<file path="config.mk">
export PLATFORM = sky130hd
export DESIGN_NAME = wb_stage_grf_flat
export DESIGN_NICKNAME = d
export VERILOG_FILES = /design/src/rtl/wb_stage_grf_if.sv /design/src/rtl/wb_stage_grf.sv /design/src/flat_wrapper.sv
export SDC_FILE = /design/constraint.sdc
export NUM_CORES = 2
export LEC_CHECK = 0
export CAP_MARGIN = 20
export CELL_PAD_IN_SITES_DETAIL_PLACEMENT = 0
export CELL_PAD_IN_SITES_GLOBAL_PLACEMENT = 2
export CORE_MARGIN = 8
export CORE_UTILIZATION = 35
export CTS_BUF_LIST = sky130_fd_sc_hd__clkbuf_2
export DETAILED_ROUTE_END_ITERATION = 10
export HOLD_SLACK_MARGIN = 0.08
export PLACE_DENSITY_LB_ADDON = 0.1
export SLEW_MARGIN = 20
export SYNTH_ARGS = -nofsm -noshare
export SYNTH_HDL_FRONTEND = slang
export SYNTH_SLANG_ARGS = --single-unit
</file>
<file path="constraint.sdc">
create_clock -name clk -period 3.35 [get_ports clk]
set_input_delay 0.335 -clock clk [delete_from_list [all_inputs] [get_ports clk]]
set_output_delay 0.335 -clock clk [all_outputs]
set_load 0.005 [all_outputs]
</file>
<file path="src/rtl/wb_stage_grf_if.sv">
`default_nettype none
// ============================================================================
// Module      : wb_stage_grf_if
// Description : Signal bundle between the MEM/WB pipeline register, the
//               decode stage and the writeback/register-file block.
//               master : drives W-stage inputs and D-stage read addresses
//               slave  : the wb_stage_grf block
//   IR_W/ALUResult_W/pc8_W/DM_RD_W : W-stage instruction and data
//   A1/A2 -> RD1/RD2               : D-stage register read ports
//   WB_A3/WB_WD/WB_WE              : W-stage write triple for forwarding
//   retired                        : retired-instruction counter
// Revision    : 1.0 - initial release
// ============================================================================
interface wb_stage_grf_if #(
  parameter int CNT_W = 32
);
  logic [31:0]      IR_W;
  logic [31:0]      ALUResult_W;
  logic [31:0]      pc8_W;
  logic [31:0]      DM_RD_W;
  logic [4:0]       A1;
  logic [4:0]       A2;
  logic [31:0]      RD1;
  logic [31:0]      RD2;
  logic [4:0]       WB_A3;
  logic [31:0]      WB_WD;
  logic             WB_WE;
  logic [CNT_W-1:0] retired;

  modport master (
    output IR_W, ALUResult_W, pc8_W, DM_RD_W, A1, A2,
    input  RD1, RD2, WB_A3, WB_WD, WB_WE, retired
  );

  modport slave (
    input  IR_W, ALUResult_W, pc8_W, DM_RD_W, A1, A2,
    output RD1, RD2, WB_A3, WB_WD, WB_WE, retired
  );
endinterface
`default_nettype wire

</file>
<file path="src/rtl/wb_stage_grf.sv">
`default_nettype none
// ============================================================================
// Module      : wb_stage_grf
// Description : MIPS writeback stage and 32x32 general register file.
//               Decodes the W-stage instruction, extends sub-word loads,
//               writes the GRF, serves two read ports with same-cycle
//               write bypass and counts retired (non-nop) instructions.
// Ports       : clk   - rising-edge clock
//               reset - asynchronous active-low reset
//               bus   - wb_stage_grf_if.slave (W inputs, read ports,
//                       W write triple, retire counter)
// Revision    : 1.0 - initial release
// ============================================================================
module wb_stage_grf #(
  parameter int NREG  = 32,
  parameter int CNT_W = 32
) (
  input  wire logic          clk,
  input  wire logic          reset,
  wb_stage_grf_if.slave      bus
);

  localparam logic [5:0] c_OP_RTYPE = 6'h00;
  localparam logic [5:0] c_OP_JAL   = 6'h03;
  localparam logic [5:0] c_OP_ORI   = 6'h0D;
  localparam logic [5:0] c_OP_LUI   = 6'h0F;
  localparam logic [5:0] c_OP_LB    = 6'h20;
  localparam logic [5:0] c_OP_LH    = 6'h21;
  localparam logic [5:0] c_OP_LW    = 6'h23;
  localparam logic [5:0] c_OP_LBU   = 6'h24;
  localparam logic [5:0] c_OP_LHU   = 6'h25;
  localparam logic [5:0] c_FN_JALR  = 6'h09;
  localparam logic [5:0] c_FN_ADDU  = 6'h21;
  localparam logic [5:0] c_FN_SUBU  = 6'h23;

  logic [5:0]  w_op;
  logic [5:0]  w_fn;
  logic [4:0]  w_rt;
  logic [4:0]  w_rd;
  logic [7:0]  w_byte;
  logic [15:0] w_half;
  logic        w_write;
  logic [4:0]  w_a3;
  logic [31:0] w_wd;
  logic        w_we;
  logic [31:0] w_rd1;
  logic [31:0] w_rd2;

  logic [31:0]      r_grf [NREG];
  logic [CNT_W-1:0] r_retired;

  // rs and shamt fields are not needed at writeback.
  logic w_unused;
  assign w_unused = &{1'b0, bus.IR_W[25:21], bus.IR_W[10:6]};

  assign w_op = bus.IR_W[31:26];
  assign w_fn = bus.IR_W[5:0];
  assign w_rt = bus.IR_W[20:16];
  assign w_rd = bus.IR_W[15:11];

  // Sub-word lane selection; a misaligned halfword still uses bit 1 only.
  assign w_byte = bus.DM_RD_W[{bus.ALUResult_W[1:0], 3'b000} +: 8];
  assign w_half = bus.ALUResult_W[1] ? bus.DM_RD_W[31:16] : bus.DM_RD_W[15:0];

  always_comb begin
    w_write = 1'b0;
    w_a3    = 5'd0;
    w_wd    = 32'd0;
    case (w_op)
      c_OP_RTYPE: begin
        if (w_fn == c_FN_ADDU || w_fn == c_FN_SUBU) begin
          w_write = 1'b1;
          w_a3    = w_rd;
          w_wd    = bus.ALUResult_W;
        end else if (w_fn == c_FN_JALR) begin
          w_write = 1'b1;
          w_a3    = w_rd;
          w_wd    = bus.pc8_W;
        end
      end
      c_OP_ORI, c_OP_LUI: begin
        w_write = 1'b1;
        w_a3    = w_rt;
        w_wd    = bus.ALUResult_W;
      end
      c_OP_JAL: begin
        w_write = 1'b1;
        w_a3    = 5'd31;
        w_wd    = bus.pc8_W;
      end
      c_OP_LW: begin
        w_write = 1'b1;
        w_a3    = w_rt;
        w_wd    = bus.DM_RD_W;
      end
      c_OP_LB, c_OP_LBU: begin
        w_write = 1'b1;
        w_a3    = w_rt;
        w_wd    = {{24{w_byte[7] & (w_op == c_OP_LB)}}, w_byte};
      end
      c_OP_LH, c_OP_LHU: begin
        w_write = 1'b1;
        w_a3    = w_rt;
        w_wd    = {{16{w_half[15] & (w_op == c_OP_LH)}}, w_half};
      end
      default: ;
    endcase
  end

  // Writes to register 0 are suppressed here so nothing downstream
  // (forwarding or the GRF) ever sees a write to the zero register.
  assign w_we = w_write && (w_a3 != 5'd0);

  always_ff @(posedge clk or negedge reset) begin
    if (!reset) begin
      for (int i = 0; i < NREG; i++) begin
        r_grf[i] <= 32'd0;
      end
    end else if (w_we && (int'(w_a3) < NREG)) begin
      r_grf[w_a3] <= w_wd;
    end
  end

  always_ff @(posedge clk or negedge reset) begin
    if (!reset) begin
      r_retired <= '0;
    end else if (bus.IR_W != 32'd0) begin
      r_retired <= r_retired + CNT_W'(1);
    end
  end

  // Read ports: the bypass gives D the value being written this cycle,
  // which is why the GRF itself needs no write-before-read clocking.
  always_comb begin
    w_rd1 = 32'd0;
    if (bus.A1 == 5'd0) begin
      w_rd1 = 32'd0;
    end else if (w_we && (bus.A1 == w_a3)) begin
      w_rd1 = w_wd;
    end else if (int'(bus.A1) < NREG) begin
      w_rd1 = r_grf[bus.A1];
    end
  end

  always_comb begin
    w_rd2 = 32'd0;
    if (bus.A2 == 5'd0) begin
      w_rd2 = 32'd0;
    end else if (w_we && (bus.A2 == w_a3)) begin
      w_rd2 = w_wd;
    end else if (int'(bus.A2) < NREG) begin
      w_rd2 = r_grf[bus.A2];
    end
  end

  assign bus.RD1     = w_rd1;
  assign bus.RD2     = w_rd2;
  assign bus.WB_A3   = w_a3;
  assign bus.WB_WD   = w_wd;
  assign bus.WB_WE   = w_we;
  assign bus.retired = r_retired;

endmodule
`default_nettype wire
</file>
<file path="src/flat_wrapper.sv">
// flat-port wrapper written by rule: the top's interface ports become plain ports
module wb_stage_grf_flat 
#(
  parameter int NREG  = 32,
  parameter int CNT_W = 32
)
  (clk, reset, bus_IR_W, bus_ALUResult_W, bus_pc8_W, bus_DM_RD_W, bus_A1, bus_A2, bus_RD1, bus_RD2, bus_WB_A3, bus_WB_WD, bus_WB_WE, bus_retired);
  wb_stage_grf_if #(.CNT_W(CNT_W)) bus_i ();
  input  wire logic clk;
  input  wire logic reset;
  input wire logic [$bits(bus_i.IR_W)-1:0] bus_IR_W;
  input wire logic [$bits(bus_i.ALUResult_W)-1:0] bus_ALUResult_W;
  input wire logic [$bits(bus_i.pc8_W)-1:0] bus_pc8_W;
  input wire logic [$bits(bus_i.DM_RD_W)-1:0] bus_DM_RD_W;
  input wire logic [$bits(bus_i.A1)-1:0] bus_A1;
  input wire logic [$bits(bus_i.A2)-1:0] bus_A2;
  output wire logic [$bits(bus_i.RD1)-1:0] bus_RD1;
  output wire logic [$bits(bus_i.RD2)-1:0] bus_RD2;
  output wire logic [$bits(bus_i.WB_A3)-1:0] bus_WB_A3;
  output wire logic [$bits(bus_i.WB_WD)-1:0] bus_WB_WD;
  output wire logic [$bits(bus_i.WB_WE)-1:0] bus_WB_WE;
  output wire logic [$bits(bus_i.retired)-1:0] bus_retired;
  assign bus_i.IR_W = bus_IR_W;
  assign bus_i.ALUResult_W = bus_ALUResult_W;
  assign bus_i.pc8_W = bus_pc8_W;
  assign bus_i.DM_RD_W = bus_DM_RD_W;
  assign bus_i.A1 = bus_A1;
  assign bus_i.A2 = bus_A2;
  assign bus_RD1 = bus_i.RD1;
  assign bus_RD2 = bus_i.RD2;
  assign bus_WB_A3 = bus_i.WB_A3;
  assign bus_WB_WD = bus_i.WB_WD;
  assign bus_WB_WE = bus_i.WB_WE;
  assign bus_retired = bus_i.retired;
  wb_stage_grf #(.NREG(NREG), .CNT_W(CNT_W)) u_core (.clk(clk), .reset(reset), .bus(bus_i));
endmodule
</file>
# [Word-level counts from Yosys, hierarchy flattened]
# Cells that the tools add are included.
[totals] ff_bits=1056 latch_bits=0 mem_bits_rw=0 rom_bits=0 input_bits=140 out_inout_bits=134 elab_cells=95 memories=0
[classes] addsub=1 n_mul=0 div_mod_pow=0 n_lt_le_gt_ge=4 eq_ne=13 n_shift=1 mux=23 n_bitwise=5 n_reduce_logical=15
[op_table] op="1024-bit bitwise mux" count=1
[op_table] op="32-bit 2-to-1 mux" count=11
[op_table] op="32-bit binary-select mux with 5-bit select" count=2
[op_table] op="32-bit one-hot mux with 6 select lines" count=1
[op_table] op="32-bit demux with 5-bit select" count=1
[op_table] op="6-bit == test, second input constant" count=7
[op_table] op="32-bit by 1-bit adder with 32-bit output, second input constant" count=1
[op_table] op="32-bit nonzero test" count=1
[op_table] op="32-bit by 6-bit variable part select with 8-bit output" count=1
[op_table] op="6-bit by 4-bit == test with 1-bit output, second input constant" count=3
[op_table] op="6-bit >= comparator, second input constant" count=3
[op_table] op="5-bit inverter with 6-bit output" count=3
[op_table] op="16-bit 2-to-1 mux" count=1
[op_table] op="5-bit one-hot mux with 3 select lines" count=1
[op_table] op="5-bit == test" count=2
[op_table] op="5-bit zero test" count=2
[op_table] op="5-bit 2-to-1 mux" count=2
[op_table] op="8-bit OR reduction" count=1
[op_table] op="7-bit OR reduction" count=1
[op_table] op="6-bit by 2-bit == test with 1-bit output, second input constant" count=1
[op_table] op="6-bit zero test" count=1
[op_table] op="6-bit by 1-bit less-than comparator with 1-bit output, second input constant" count=1
[op_table] op="2-bit OR reduction" count=3
[op_table] op="5-bit nonzero test" count=1
[op_table] op="other kinds (5)" count=10

# [Depth between registers and ports, before layout]
[logic_depth] word_depth=10 depth_mapped=12 ltp_nobuf=8

# [Worst setup path before layout]
# OpenSTA, ideal clock, no wires.
[synth_timing] path_kind="input port to output port" start="input port bus_IR_W[26]" end="output port bus_RD1[22]" arrival_time_ns=3.063 t_required_ns=3.015 setup_slack_ns=-0.048 path_stages=11 path_buffers=4 cell_sequence="buf_2 -> or4_4 -> a2111oi_4 -> a221oi_1 -> buf_2 -> xnor2_1 -> nor4_1 -> and2_1 -> clkbuf_1 -> buf_2 -> a211oi_1"
[synth_via] elab_chain_len=8 word_cells_on_any_way=25 cone_classes="9 x eq/ne; 5 x mux; 2 x bitwise; 9 x reduce/logical"
[synth_rtl] element="start: declaration" line="flat_wrapper.sv:11" rtl="input wire logic [$bits(bus_i.IR_W)-1:0] bus_IR_W;"
[synth_rtl] element="6-bit by 4-bit == test with 1-bit output (tied with other cells)" line="wb_stage_grf.sv:69" rtl="case (w_op)"
[synth_rtl] element="7-bit OR reduction (no line)"
[synth_rtl] element="5-bit one-hot mux with 3 select lines" line="wb_stage_grf.sv:69"
[synth_rtl] element="5-bit nonzero test" line="wb_stage_grf.sv:112" rtl="assign w_we = w_write && (w_a3 != 5'd0);"
[synth_rtl] element="1-bit logical AND" line="wb_stage_grf.sv:112"
[synth_rtl] element="1-bit logical AND" line="wb_stage_grf.sv:138" rtl="end else if (w_we && (bus.A1 == w_a3)) begin"
[synth_rtl] element="32-bit 2-to-1 mux *" line="wb_stage_grf.sv:138"
[synth_rtl] element="32-bit 2-to-1 mux *" line="wb_stage_grf.sv:136" rtl="if (bus.A1 == 5'd0) begin"
[synth_rtl] element="end: declaration" line="flat_wrapper.sv:17" rtl="output wire logic [$bits(bus_i.RD1)-1:0] bus_RD1;"
# Every way passes the cells marked *; elsewhere a longest branch is shown, timed or not.

# [Worst setup path in the final report]
[layout_timing] start="register u_core.r_grf[520] (netlist name)" end="output port bus_RD2[8]"
[layout_via] elab_chain_len=5
[layout_rtl] element="start: declaration" line="wb_stage_grf.sv:49" rtl="logic [31:0] r_grf [NREG];"
[layout_rtl] element="start signal: indexed assignment" line="wb_stage_grf.sv:120" rtl="r_grf[w_a3] <= w_wd;"
[layout_rtl] element="32-bit binary-select mux with 5-bit select" line="wb_stage_grf.sv:152" rtl="w_rd2 = r_grf[bus.A2];"
[layout_rtl] element="32-bit 2-to-1 mux (implied by the code) (2 in series)" line="wb_stage_grf.sv:152"
[layout_rtl] element="32-bit 2-to-1 mux" line="wb_stage_grf.sv:149" rtl="end else if (w_we && (bus.A2 == w_a3)) begin"
[layout_rtl] element="32-bit 2-to-1 mux" line="wb_stage_grf.sv:147" rtl="if (bus.A2 == 5'd0) begin"
[layout_rtl] element="end: declaration" line="flat_wrapper.sv:18" rtl="output wire logic [$bits(bus_i.RD2)-1:0] bus_RD2;"
# No other way between the ends. The select of a mux whose other input is x is not followed.

==> impl_results.md <==
- Most common cell on crit path: nand2_2
- Max-cap violations: 0
- Comb pwr share: 20.0%
- Hpwl dp: 184 mm
- Cells along the critical path: mux4_2, nand2_2, nand2_2, a221oi_4, o21ai_2, buf_12, a21oi_2, a211oi_1, buf_2
- Initial DRC count: 3795
- Peak supply drop: 379 uV
- Core area: 159000 sq um
- CTS tree: built
- Final Setup Violations: 82
- Reg-to-Reg End: u_core.bus.retired[31]
- Startpoint Class: register
- Fill cells: 15200
- P&R area growth vs syn: 35.1%
- Switch share: 33.1%
- Synth Instances: 5499
- Synthesized Nets: 5640
- Clock Power Share: 32.2%
- Slew margin rel.: 15.5%
- Total power: 30.6 mW
- Max Freq: 241 MHz
- Num Clock Sinks: 1056
- PD cells: 405 nW/um^2
- Per-cell routed wire length: 29.4 um
- HP Start: bus_IR_W[18]
- First-pass GRT wire length: 372 mm
- GP Congestion: 0.965
- CP max FO: 2
- Register area: 26400 sq um
- Hold endpoint: u_core.r_grf[960]
- Depth of the worst hold-timing path: 9
- Final worst path period share: 124%
- Main flop type after synthesis: dfrtp_1
- TritonRoute pass-1 iters: 5
- Int Pwr: 20.5 mW
- I/O Pins: 274
- Port Buffers: 273
- Hold WC Path Type: in2reg
- Crit path kind: reg2out
- TritonCTS Buffers: 323
- Failing checks: negative setup slack
- Unrepaired setup endpoints after global routing: yes
- Start of the worst register-to-register path: u_core.bus.retired[5]
- Core Rows: 146
- Critical path arrival: 3.81 ns
- DRC violation count after routing: 0
- Kind of cell adding the most delay to the critical path: compound AO/OA/AOI/OAI gates
- Seq/Total Area, Yosys: 47.3%
- LEAKAGE: 33.9 nW
- Drt total wl: 261 mm
- Vias in the first global route: 50700
- Outcome: finished, violations left
- Clock tree buffer depth: 4
- CTS H-Tree Depth: 5
- Worst path buffer plus inverter count: 2
- Area of the multi-input gates: 29700 sq um
- CP max stage delay: 0.52 ns
- R2r setup slk: 0.79 ns
- Final slew viol count: 0
- Most frequent cells in the layout: dfrtp_1 (1056), a21oi_1 (1002), nor2_1 (970)
- Finished Core Util: 47.6%
- Critical-path top delay cell: mux4_2
- Net Switching: 10.1 mW
- Global-route usage over all layers: 29.4%
- Vias per cell: 5.63
- Vias after detailed routing: 49900
- Minimum clock period: 4.14 ns
- Root Buffer: clkbuf_2
- Final hold violations: 0
- Synthesis-stage register bit count: 1056
- Worst Path Required: 3.01 ns
- Cell area after layout: 75500 sq um
- Die Ht: 416 um
- R2r worst-path depth: 5
- Final worst slack: -0.794 ns
- DIE AREA: 173000 sq um
- Clock Latency Late Sink: 1.76 ns
- Clock slew at reported path FFs: 0.09 ns
- Die Wd: 416 um
- CP Depth: 9
- Starting Density: 35.3%
- Post-DP Area: 68500 sq um
- Skew final: 0.0476 ns
- Syn Std Cell Area: 55900 sq um
- GRT overflow: 0
- Antenna violations before repair: 12
- Avg Cell Area, Syn: 10.2 sq um
- Largest net degree at the start of global routing: 98
- Element type at the critical path end: output pin
- Number of synthesized flops with an enable pin: 0
- Most common cell after layout, fill and taps aside: dfrtp_1
- Worst slew pin tran: 1.27 ns
- Post-DRT Antenna Nets: 0
- Yosys warnings: 0
- Layout cells sized above 1: 34.4%
- Layout Nets: 6715
- Post-synth ARST share: 100%
- Flop pwr share: 47.8%
- Distinct cells, synth: 62
==> metrics by stage <==
stage / worst slack [ns] / setup TNS (ns) / hold slack, ns / cells
after detailed placement: -1.15 / -458.96 / 0.359 / 8034
after floorplan: 0.0626 / 0 / 0.0394 / 5499
final: -0.794 / -41.55 / 0.152 / 8870
after global routing: -1.00 / -54.47 / 0.0907 / 8867
after CTS: -0.968 / -69.43 / 0.0803 / 8799
after global placement: -1.33 / -520.93 / 0.355 / 8034
==> cell families after synthesis <==
| kind of cell | after synthesis | synth area share (%) |
|---|---|---|
| flip-flops | 1056 | 47.3 |
| adder cells (fa/ha/maj) | 1 | 0.0224 |
| AO/OA/AOI/OAI | 1733 | 17.8 |
| buffers and inverters | 611 | 4.26 |
| XOR/XNOR | 41 | 0.642 |
| AND/OR/NAND/NOR | 1406 | 11.0 |
| multiplexers | 651 | 19.0 |
==> power groups by stage <==
stage / clock network [mW] / logic [mW] / registers [mW]
3_5_place_dp: 0 / 5.65 / 14.9
2_1_floorplan: 0 / 2.96 / 14.6
3_3_place_gp: 0 / 5.60 / 14.8
6_report: 9.86 / 6.13 / 14.6
4_1_cts: 10.2 / 6.01 / 14.6
5_1_grt: 10.8 / 6.55 / 14.8
==> registers in the layout, summed over array words and instances (netlist names) <==
name,count
u_core.bus.retired,32
u_core.r_grf,1024
==> worst max path at each step <==
stage | from | endpoint
after floorplan | bus_IR_W[26] | bus_RD1[0]
final | u_core.r_grf[520] | bus_RD2[8]
after global routing | u_core.r_grf[281] | bus_RD2[25]
after detailed placement | bus_IR_W[28] | bus_RD2[26]
after CTS | u_core.r_grf[788] | bus_RD2[20]
after global placement | bus_IR_W[27] | bus_RD1[8]
==> timing repair <==
action                                 in CTS  in global routing
cloned                                      2                  0
gates resized for setup                   738                273
hold buffers                              114                  1
setup endpoints to repair                  98                148
buffers inserted                          133                 72
pin swaps                                 160                110
endpoints found under the hold margin    2060                 22
==> cell usage after synthesis, drive strengths merged, types with 14 or more instances <==
cell       n  area (sq um)
a21oi   1079          5400
dfrtp   1056         26400
nor2     975          3660
clkbuf   438          1640
mux4     321          7230
mux2i    276          2760
a211oi   191          1430
o21ai    174           875
nand2    172           656
buf      130           574
a22oi    112           841
nor2b     71           444
o22ai     67           419
mux2      54           608
a221oi    44           398
nand3     42           210
inv       41           154
xnor2     33           289
nand4     32           200
a22o      30           263
nor4      29           362
nor3      28           205
a221o     16           160
and3      14          87.6
==> worst reg2reg max path: cells and delay by family, from the launching register on <==
| family | cells | cell delay, ns |
|---|---|---|
| simple gates | 4 | 1.86 |
| xor+xnor | 1 | 0.17 |
| flops | 1 | 0.45 |
==> routing by layer <==
metal  track usage (%)  routed length (um)
met1              36.8              106000
met2              48.3              125000
met3              5.73               14600
met4              15.4               15000
met5                 0                   0
==> final cells by class <==
class / count / area share (%)
Tap cell: 2072 / 3.43
Antenna cell: 17 / 0.0563
Sequential cell: 1056 / 35.0
Inverter: 43 / 0.301
Multi-Input combinational cell: 3832 / 39.3
Timing Repair Buffer: 1318 / 18.4
Clock inverter: 62 / 0.381
Clock buffer: 470 / 3.11
Note: power is estimated with default switching activity, not from simulation.
